### src/rtl/hssl_reg_wr_arbiter_if.sv
// Requester handshake and register-bank write bus for hssl_reg_wr_arbiter.
// The slave modport is the arbiter; the master modport is the requester/bank side.
`ifndef RADDR_BITS
`define RADDR_BITS 8
`endif

interface hssl_reg_wr_arbiter_if #(
    parameter int unsigned NUM_REQ    = 4,
    parameter int unsigned RADDR_BITS = `RADDR_BITS
);
    logic [NUM_REQ*RADDR_BITS-1:0] req_addr_in;
    logic [NUM_REQ*32-1:0]         req_data_in;
    logic [NUM_REQ-1:0]            req_vld_in;
    logic [NUM_REQ-1:0]            req_rdy_out;
    logic [RADDR_BITS-1:0]         reg_addr_out;
    logic [31:0]                   reg_wdata_out;
    logic                          reg_en_out;
    logic [NUM_REQ-1:0]            grant_out;

    modport master (
        output req_addr_in, req_data_in, req_vld_in,
        input  req_rdy_out, reg_addr_out, reg_wdata_out, reg_en_out, grant_out
    );

    modport slave (
        input  req_addr_in, req_data_in, req_vld_in,
        output req_rdy_out, reg_addr_out, reg_wdata_out, reg_en_out, grant_out
    );
endinterface

### src/rtl/hssl_reg_wr_arbiter.sv
// hssl_reg_wr_arbiter: round-robin, burst-bounded sharing of the register-bank
// packet write port between NUM_REQ requesters. One registered write per cycle.
// Optional feature macro: REG_ARB_WAIT_CNT_EN (per-requester 16-bit wait counters).
`ifndef RADDR_BITS
`define RADDR_BITS 8
`endif

module hssl_reg_wr_arbiter #(
    parameter int unsigned NUM_REQ    = 4,
    parameter int unsigned RADDR_BITS = `RADDR_BITS,
    parameter int unsigned MAX_BURST  = 4
) (
    input  logic                    clk,
    input  logic                    reset,
    input  logic                    stop_in,
    hssl_reg_wr_arbiter_if.slave    bus,
    output logic [NUM_REQ*16-1:0]   wait_cnt_out
);
    localparam int unsigned IDX_W = (NUM_REQ > 1) ? $clog2(NUM_REQ) : 1;
    localparam int unsigned CNT_W = 4;
    localparam logic [CNT_W-1:0] BURST_LAST = CNT_W'(MAX_BURST - 1);
    localparam logic [IDX_W-1:0] LAST_IDX   = IDX_W'(NUM_REQ - 1);

    typedef enum logic {
        IDLE,
        BURST
    } state_e;

    state_e                  state_q, state_d;
    logic [IDX_W-1:0]        owner_q, owner_d;
    logic [CNT_W-1:0]        burst_cnt_q, burst_cnt_d;
    logic [IDX_W-1:0]        rr_ptr_q, rr_ptr_d;
    logic                    reg_en_q, reg_en_d;
    logic [RADDR_BITS-1:0]   reg_addr_q, reg_addr_d;
    logic [31:0]             reg_wdata_q, reg_wdata_d;
    logic [NUM_REQ-1:0]      grant_q, grant_d;

    logic                    win_found;
    logic [IDX_W-1:0]        win_idx;
    logic [IDX_W-1:0]        search_start;
    logic [NUM_REQ-1:0]      rdy_c;

    // Index following idx, wrapping at NUM_REQ.
    function automatic logic [IDX_W-1:0] next_idx(input logic [IDX_W-1:0] idx);
        return (idx == LAST_IDX) ? '0 : idx + IDX_W'(1);
    endfunction

    // First valid requester scanning upward from start with wrap; MSB = found.
    function automatic logic [IDX_W:0] first_valid(input logic [NUM_REQ-1:0] vld,
                                                   input logic [IDX_W-1:0]   start);
        logic [IDX_W:0] res;
        int unsigned    idx;
        res = '0;
        for (int unsigned k = 0; k < NUM_REQ; k++) begin
            idx = 32'(start) + k;
            if (idx >= NUM_REQ) idx = idx - NUM_REQ;
            if (!res[IDX_W] && vld[IDX_W'(idx)]) res = {1'b1, IDX_W'(idx)};
        end
        return res;
    endfunction

    // Arbitration: burst continuation, round-robin handover, stop handling.
    always_comb begin
        state_d      = state_q;
        owner_d      = owner_q;
        burst_cnt_d  = burst_cnt_q;
        rr_ptr_d     = rr_ptr_q;
        search_start = rr_ptr_q;
        win_found    = 1'b0;
        win_idx      = owner_q;
        if (reset) begin
            state_d = IDLE;
        end else if (stop_in) begin
            state_d     = IDLE;
            burst_cnt_d = '0;
        end else if (state_q == BURST && bus.req_vld_in[owner_q] && burst_cnt_q < BURST_LAST) begin
            win_found   = 1'b1;
            win_idx     = owner_q;
            burst_cnt_d = burst_cnt_q + CNT_W'(1);
        end else begin
            if (state_q == BURST) begin
                search_start = next_idx(owner_q);
                rr_ptr_d     = search_start;
            end
            {win_found, win_idx} = first_valid(bus.req_vld_in, search_start);
            burst_cnt_d = '0;
            if (win_found) begin
                state_d = BURST;
                owner_d = win_idx;
            end else begin
                state_d = IDLE;
            end
        end
    end

    // Accept strobe and next registered write payload.
    always_comb begin
        rdy_c       = '0;
        reg_addr_d  = reg_addr_q;
        reg_wdata_d = reg_wdata_q;
        if (win_found) rdy_c[win_idx] = 1'b1;
        for (int i = 0; i < int'(NUM_REQ); i++) begin
            if (rdy_c[i]) begin
                reg_addr_d  = bus.req_addr_in[i*RADDR_BITS +: RADDR_BITS];
                reg_wdata_d = bus.req_data_in[i*32 +: 32];
            end
        end
        reg_en_d = win_found;
        grant_d  = rdy_c;
    end

    // State and output registers; synchronous reset drops any in-flight write.
    always_ff @(posedge clk) begin
        if (reset) begin
            state_q     <= IDLE;
            owner_q     <= '0;
            burst_cnt_q <= '0;
            rr_ptr_q    <= '0;
            reg_en_q    <= 1'b0;
            reg_addr_q  <= '0;
            reg_wdata_q <= '0;
            grant_q     <= '0;
        end else begin
            state_q     <= state_d;
            owner_q     <= owner_d;
            burst_cnt_q <= burst_cnt_d;
            rr_ptr_q    <= rr_ptr_d;
            reg_en_q    <= reg_en_d;
            reg_addr_q  <= reg_addr_d;
            reg_wdata_q <= reg_wdata_d;
            grant_q     <= grant_d;
        end
    end

    assign bus.req_rdy_out   = rdy_c;
    assign bus.reg_en_out    = reg_en_q;
    assign bus.reg_addr_out  = reg_addr_q;
    assign bus.reg_wdata_out = reg_wdata_q;
    assign bus.grant_out     = grant_q;

`ifdef REG_ARB_WAIT_CNT_EN
    logic [NUM_REQ-1:0][15:0] wait_cnt_q, wait_cnt_d;

    // Saturating count of cycles each requester spends valid but not accepted.
    always_comb begin
        wait_cnt_d = wait_cnt_q;
        for (int i = 0; i < int'(NUM_REQ); i++) begin
            if (rdy_c[i]) begin
                wait_cnt_d[i] = '0;
            end else if (bus.req_vld_in[i] && wait_cnt_q[i] != 16'hffff) begin
                wait_cnt_d[i] = wait_cnt_q[i] + 16'd1;
            end
        end
    end

    // Wait counter registers.
    always_ff @(posedge clk) begin
        if (reset) begin
            wait_cnt_q <= '0;
        end else begin
            wait_cnt_q <= wait_cnt_d;
        end
    end

    assign wait_cnt_out = wait_cnt_q;
`else
    assign wait_cnt_out = '0;
`endif

endmodule

### src/flat_wrapper.sv
// flat-port wrapper written by rule: the top's interface ports become plain ports
module hssl_reg_wr_arbiter_flat 
#(
    parameter int unsigned NUM_REQ    = 4,
    parameter int unsigned RADDR_BITS = `RADDR_BITS,
    parameter int unsigned MAX_BURST  = 4
)
  (clk, reset, stop_in, wait_cnt_out, bus_req_addr_in, bus_req_data_in, bus_req_vld_in, bus_req_rdy_out, bus_reg_addr_out, bus_reg_wdata_out, bus_reg_en_out, bus_grant_out);
  hssl_reg_wr_arbiter_if #(.NUM_REQ(NUM_REQ), .RADDR_BITS(RADDR_BITS)) bus_i ();
  input  logic clk;
  input  logic reset;
  input  logic stop_in;
  output logic [NUM_REQ*16-1:0] wait_cnt_out;
  input wire logic [$bits(bus_i.req_addr_in)-1:0] bus_req_addr_in;
  input wire logic [$bits(bus_i.req_data_in)-1:0] bus_req_data_in;
  input wire logic [$bits(bus_i.req_vld_in)-1:0] bus_req_vld_in;
  output wire logic [$bits(bus_i.req_rdy_out)-1:0] bus_req_rdy_out;
  output wire logic [$bits(bus_i.reg_addr_out)-1:0] bus_reg_addr_out;
  output wire logic [$bits(bus_i.reg_wdata_out)-1:0] bus_reg_wdata_out;
  output wire logic [$bits(bus_i.reg_en_out)-1:0] bus_reg_en_out;
  output wire logic [$bits(bus_i.grant_out)-1:0] bus_grant_out;
  assign bus_i.req_addr_in = bus_req_addr_in;
  assign bus_i.req_data_in = bus_req_data_in;
  assign bus_i.req_vld_in = bus_req_vld_in;
  assign bus_req_rdy_out = bus_i.req_rdy_out;
  assign bus_reg_addr_out = bus_i.reg_addr_out;
  assign bus_reg_wdata_out = bus_i.reg_wdata_out;
  assign bus_reg_en_out = bus_i.reg_en_out;
  assign bus_grant_out = bus_i.grant_out;
  hssl_reg_wr_arbiter #(.NUM_REQ(NUM_REQ), .RADDR_BITS(RADDR_BITS), .MAX_BURST(MAX_BURST)) u_core (.clk(clk), .reset(reset), .stop_in(stop_in), .bus(bus_i), .wait_cnt_out(wait_cnt_out));
endmodule
### config.mk
export PLATFORM = sky130hd
export DESIGN_NAME = hssl_reg_wr_arbiter_flat
export DESIGN_NICKNAME = d
export VERILOG_FILES = /design/src/rtl/hssl_reg_wr_arbiter_if.sv /design/src/rtl/hssl_reg_wr_arbiter.sv /design/src/flat_wrapper.sv
export SDC_FILE = /design/constraint.sdc
export NUM_CORES = 1
export LEC_CHECK = 0
export BUFFER_PORTS_ARGS = -buffer_cell sky130_fd_sc_hd__buf_4
export CAP_MARGIN = 20
export CORE_MARGIN = 5
export CORE_UTILIZATION = 40
export CTS_BUF_LIST = sky130_fd_sc_hd__clkbuf_16
export DETAILED_ROUTE_END_ITERATION = 12
export MAX_ROUTING_LAYER = met4
export PLACE_DENSITY = 0.86
export REMOVE_ABC_BUFFERS = 1
export SYNTH_ARGS = -nofsm -noshare
export SYNTH_HDL_FRONTEND = slang
export SYNTH_SLANG_ARGS = --single-unit
### constraint.sdc
create_clock -name clk -period 2.2 [get_ports clk]
set_clock_uncertainty 0.1 [all_clocks]
set_input_delay 0.22 -clock clk [delete_from_list [all_inputs] [get_ports clk]]
set_output_delay 0.22 -clock clk [all_outputs]
set_load 0.005 [all_outputs]
==> metrics.cfg <==
[status]
status=finished with violations
violations=negative setup slack

[timing]
setup_viol=44
fmax_ghz=0.384
rsz0062_at_grt=yes
maxSlewHeadroom=0.645
finalWorstSetupSlack_ns=-0.402
min_period_ns=2.60
tightest_slew_ns=0.530
finalCritPeriodShare=1.18
slew_viol_final=0
hold_viol_final=0

[power]
p_switching_mw=1.01
clock_power_share=0.246
seq_power_share=0.349
power_density_nw_per_um2=440
leakagePower_nw=3.19
netSwitchingFraction=0.317
cellInternalPower_mw=2.17
power_mw=3.18
ir_drop_mv=0.358
combPwrFrac=0.405

[clocking]
clkSinkCount=54
clk_pin_slew_ns=0.07
numCtsBuffers=5
cts_buffer_depth=2
tritoncts=yes
clk_latency_ns=0.29
root_buffer=clkbuf_16
htreeDepth=2
postCtsHoldBufs=0

[route]
drt_iter0_drc=498
viasPerCell=5.59
detailroute.via_count=5378
wl_mm=18.4
wl_met1_mm=7.12
ant_nets=0
wl_met3_mm=1.20
post-route-drc-count=0
first_pass_iters=5
wl_per_cell_um=19.1
wl_met2_mm=9.73
routed.top_layer=met4

[global_route]
grt_usage=0.257
antenna_found_initial=0
grt_max_degree=57
grt_pass1_wl_mm=28.7
gr-total-overflow=0
grt_pass1_vias=5486

[placed_design]
place_inst=931
routabilityCongestion=0.910
numPortBuffers=215
dp_slack_ns=-0.365
dp_hpwl_mm=12.9

[setup_path]
crit_family=buffers and inverters
max_stage_delay_ns=0.33
cpMaxStageDelayCell=dfxtp_2
path_cells=buf_6 > xor2_4 > mux2_4 > a221oi_4 > buf_6 > nor4_4 > or2_4 > buf_12 > buf_6
cp_max_fo=4
startpoint_type=flop
worstSetupEndpointType=output pin
critPathArrivalTime_ns=2.28
path_class=flop to output pin
crit_buf_inv=4
required_ns=1.88
path_common_cell=buf_6

[flow_run]
drv_cap=0

[layout]
syn_to_final_growth_pct=56.7
antenna_cells=0
stdcell_count=962
drive_gt1_frac=0.471
nets=986

[synth]
synth_top_area_cell=dfxtp_1
syn-cell-area_um2=4620
yosys-top-cells-area=dfxtp_1 23%, buf_4 11%, a22oi_1 6.5%
synth-async-reset-ratio=0
syn_area_per_cell_um2=8.20
ys_ff_latch=54
yosysWarningCount=0
synth_seq_area_share=0.234
synth-edff-count=0
synth_cell_type_count=53
synthCells=563
synth_flop_cell=dfxtp_1
synth_top_cell_area_share=0.234

[die]
coreArea_um2=11400
rows=39
die_w_um=117
die-area_um2=13800
io_pins=280
start_util=0.406
die_y_um=117

[worst_hold_path]
hp-class=primary input to flop

[through the flow]
| step | instance area [µm²] | hold slack, ns | setup TNS (ns) | util |
|---|---|---|---|---|
| floorplan | 4110 | 0.192 | -128.47 | - |
| global placement | 6500 | 0.316 | -16.05 | 0.572 |
| detailed placement | 6530 | 0.323 | -12.17 | 0.574 |
| CTS | 7100 | 0.0536 | -13.11 | 0.625 |
| global route | 7230 | 0.0632 | -17.63 | 0.636 |
| finish | 7230 | 0.0622 | -13.48 | 0.636 |
[cell usage after synthesis (14+ instances only)]
master     n
mux2i_1   19
inv_1     34
nand3_1   27
mux2_2    22
o21ai_1   27
buf_2     16
o221ai_1  15
buf_4     70
nor2_1    15
dfxtp_1   54
a31oi_1   17
a21oi_1   14
a32o_1    27
nand2_1   49
a221oi_1  27
a22oi_1   40
clkbuf_1  20
mux2_1    19
[cells by family after synthesis]
logic type | after synthesis | share of synthesized area
AOI/OAI and AO/OA | 181 | 0.304
buffers and inverters | 147 | 0.191
and+or+nand+nor | 117 | 0.121
muxes | 61 | 0.144
DFF | 54 | 0.234
adders and majority gates | 1 | 0.00271
other | 1 | 0.000812
xor gates and xnor gates | 1 | 0.00190
[final timing paths]
check | from | end | slack [ns] | cells past startpoint
setup / recovery | u_core.owner_q[1]$_SDFFE_PP0P_ | bus_req_rdy_out[2] | -0.40 | 9
hold / removal | bus_req_data_in[101] | u_core.bus.reg_wdata_out[5]$_SDFFE_PP0P_ | 0.06 | 3
setup reg to reg | u_core.owner_q[1]$_SDFFE_PP0P_ | u_core.bus.reg_wdata_out[21]$_SDFFE_PP0P_ | -0.34 | 11
hold reg to reg | u_core.burst_cnt_q[0]$_SDFF_PP0_ | u_core.burst_cnt_q[0]$_SDFF_PP0_ | 0.31 | 1
[power groups by stage]
| stage | registers [mW] | clock network (mW) | logic, mW |
|---|---|---|---|
| finish | 1.11 | 0.784 | 1.29 |
| global route | 1.12 | 0.833 | 1.38 |
| CTS | 1.11 | 0.802 | 1.23 |
| detailed placement | 1.13 | 0 | 1.12 |
| global placement | 1.13 | 0 | 1.09 |
| floorplan | 1.13 | 0 | 0.485 |
[worst register-to-register path, cell delays in order, from the launching register on]
cell	delay, ns
dfxtp_2	0.33
buf_6	0.13
xor2_4	0.15
mux2_4	0.29
a221oi_4	0.32
buf_6	0.17
o21ai_4	0.07
buf_6	0.14
buf_6	0.11
mux2_4	0.28
a32o_2	0.27
o21ai_2	0.10
[final cells by class]
type	count	area (µm²)
timing repair buffer	296	2470
fill	921	4140
clock inverter	3	11.3
inverter	34	128
clock buffer	5	125
multi-input combinational	427	3240
sequential	54	1090
tap	143	179
[registers in the layout, summed over array words and instances, names as in the netlist]
signal / cells
u_core.burst_cnt_q: 4
u_core.bus.grant_out: 4
u_core.owner_q: 2
u_core.state_q: 1
u_core.bus.reg_addr_out: 8
u_core.bus.reg_wdata_out: 32
u_core.rr_ptr_q: 2
u_core.bus.reg_en_out: 1
[cell usage in the layout (no fill, tap or decap), types with 2 or more instances in the layout]
| master | n |
|---|---|
| dfxtp_1 | 49 |
| inv_1 | 34 |
| o221ai_2 | 14 |
| conb_1 | 66 |
| or2_4 | 2 |
| mux2_2 | 21 |
| o21ai_1 | 26 |
| mux2i_1 | 19 |
| dfxtp_2 | 4 |
| a22oi_1 | 39 |
| nand3_1 | 27 |
| a31oi_2 | 2 |
| mux2_4 | 10 |
| clkbuf_16 | 5 |
| nor4_4 | 2 |
| buf_6 | 11 |
| nor2_1 | 11 |
| nor2_2 | 2 |
| a31oi_1 | 15 |
| a32o_1 | 26 |
| nand2b_1 | 3 |
| mux2_1 | 11 |
| buf_16 | 2 |
| nand2_1 | 48 |
| a21oi_1 | 14 |
| nor2b_1 | 2 |
| a41oi_4 | 2 |
| or2_2 | 4 |
| clkinv_1 | 3 |
| buf_12 | 13 |
| nor2_4 | 3 |
| a221oi_1 | 27 |
| buf_4 | 270 |
[metal layers]
layer | global-route usage | vias to the layer above
met5 | - | -
met4 | 0.0863 | 0
met3 | 0.0390 | 26
met2 | 0.436 | 238
met1 | 0.310 | 2614
li1 | - | 2500
[repair_timing]
item	CTS	global route
resized for setup	57	20
endpoints found under the setup margin	46	47
pin swaps	23	13
buffers inserted	16	5
cloned	2	0
(Power assumes the default switching activity.)
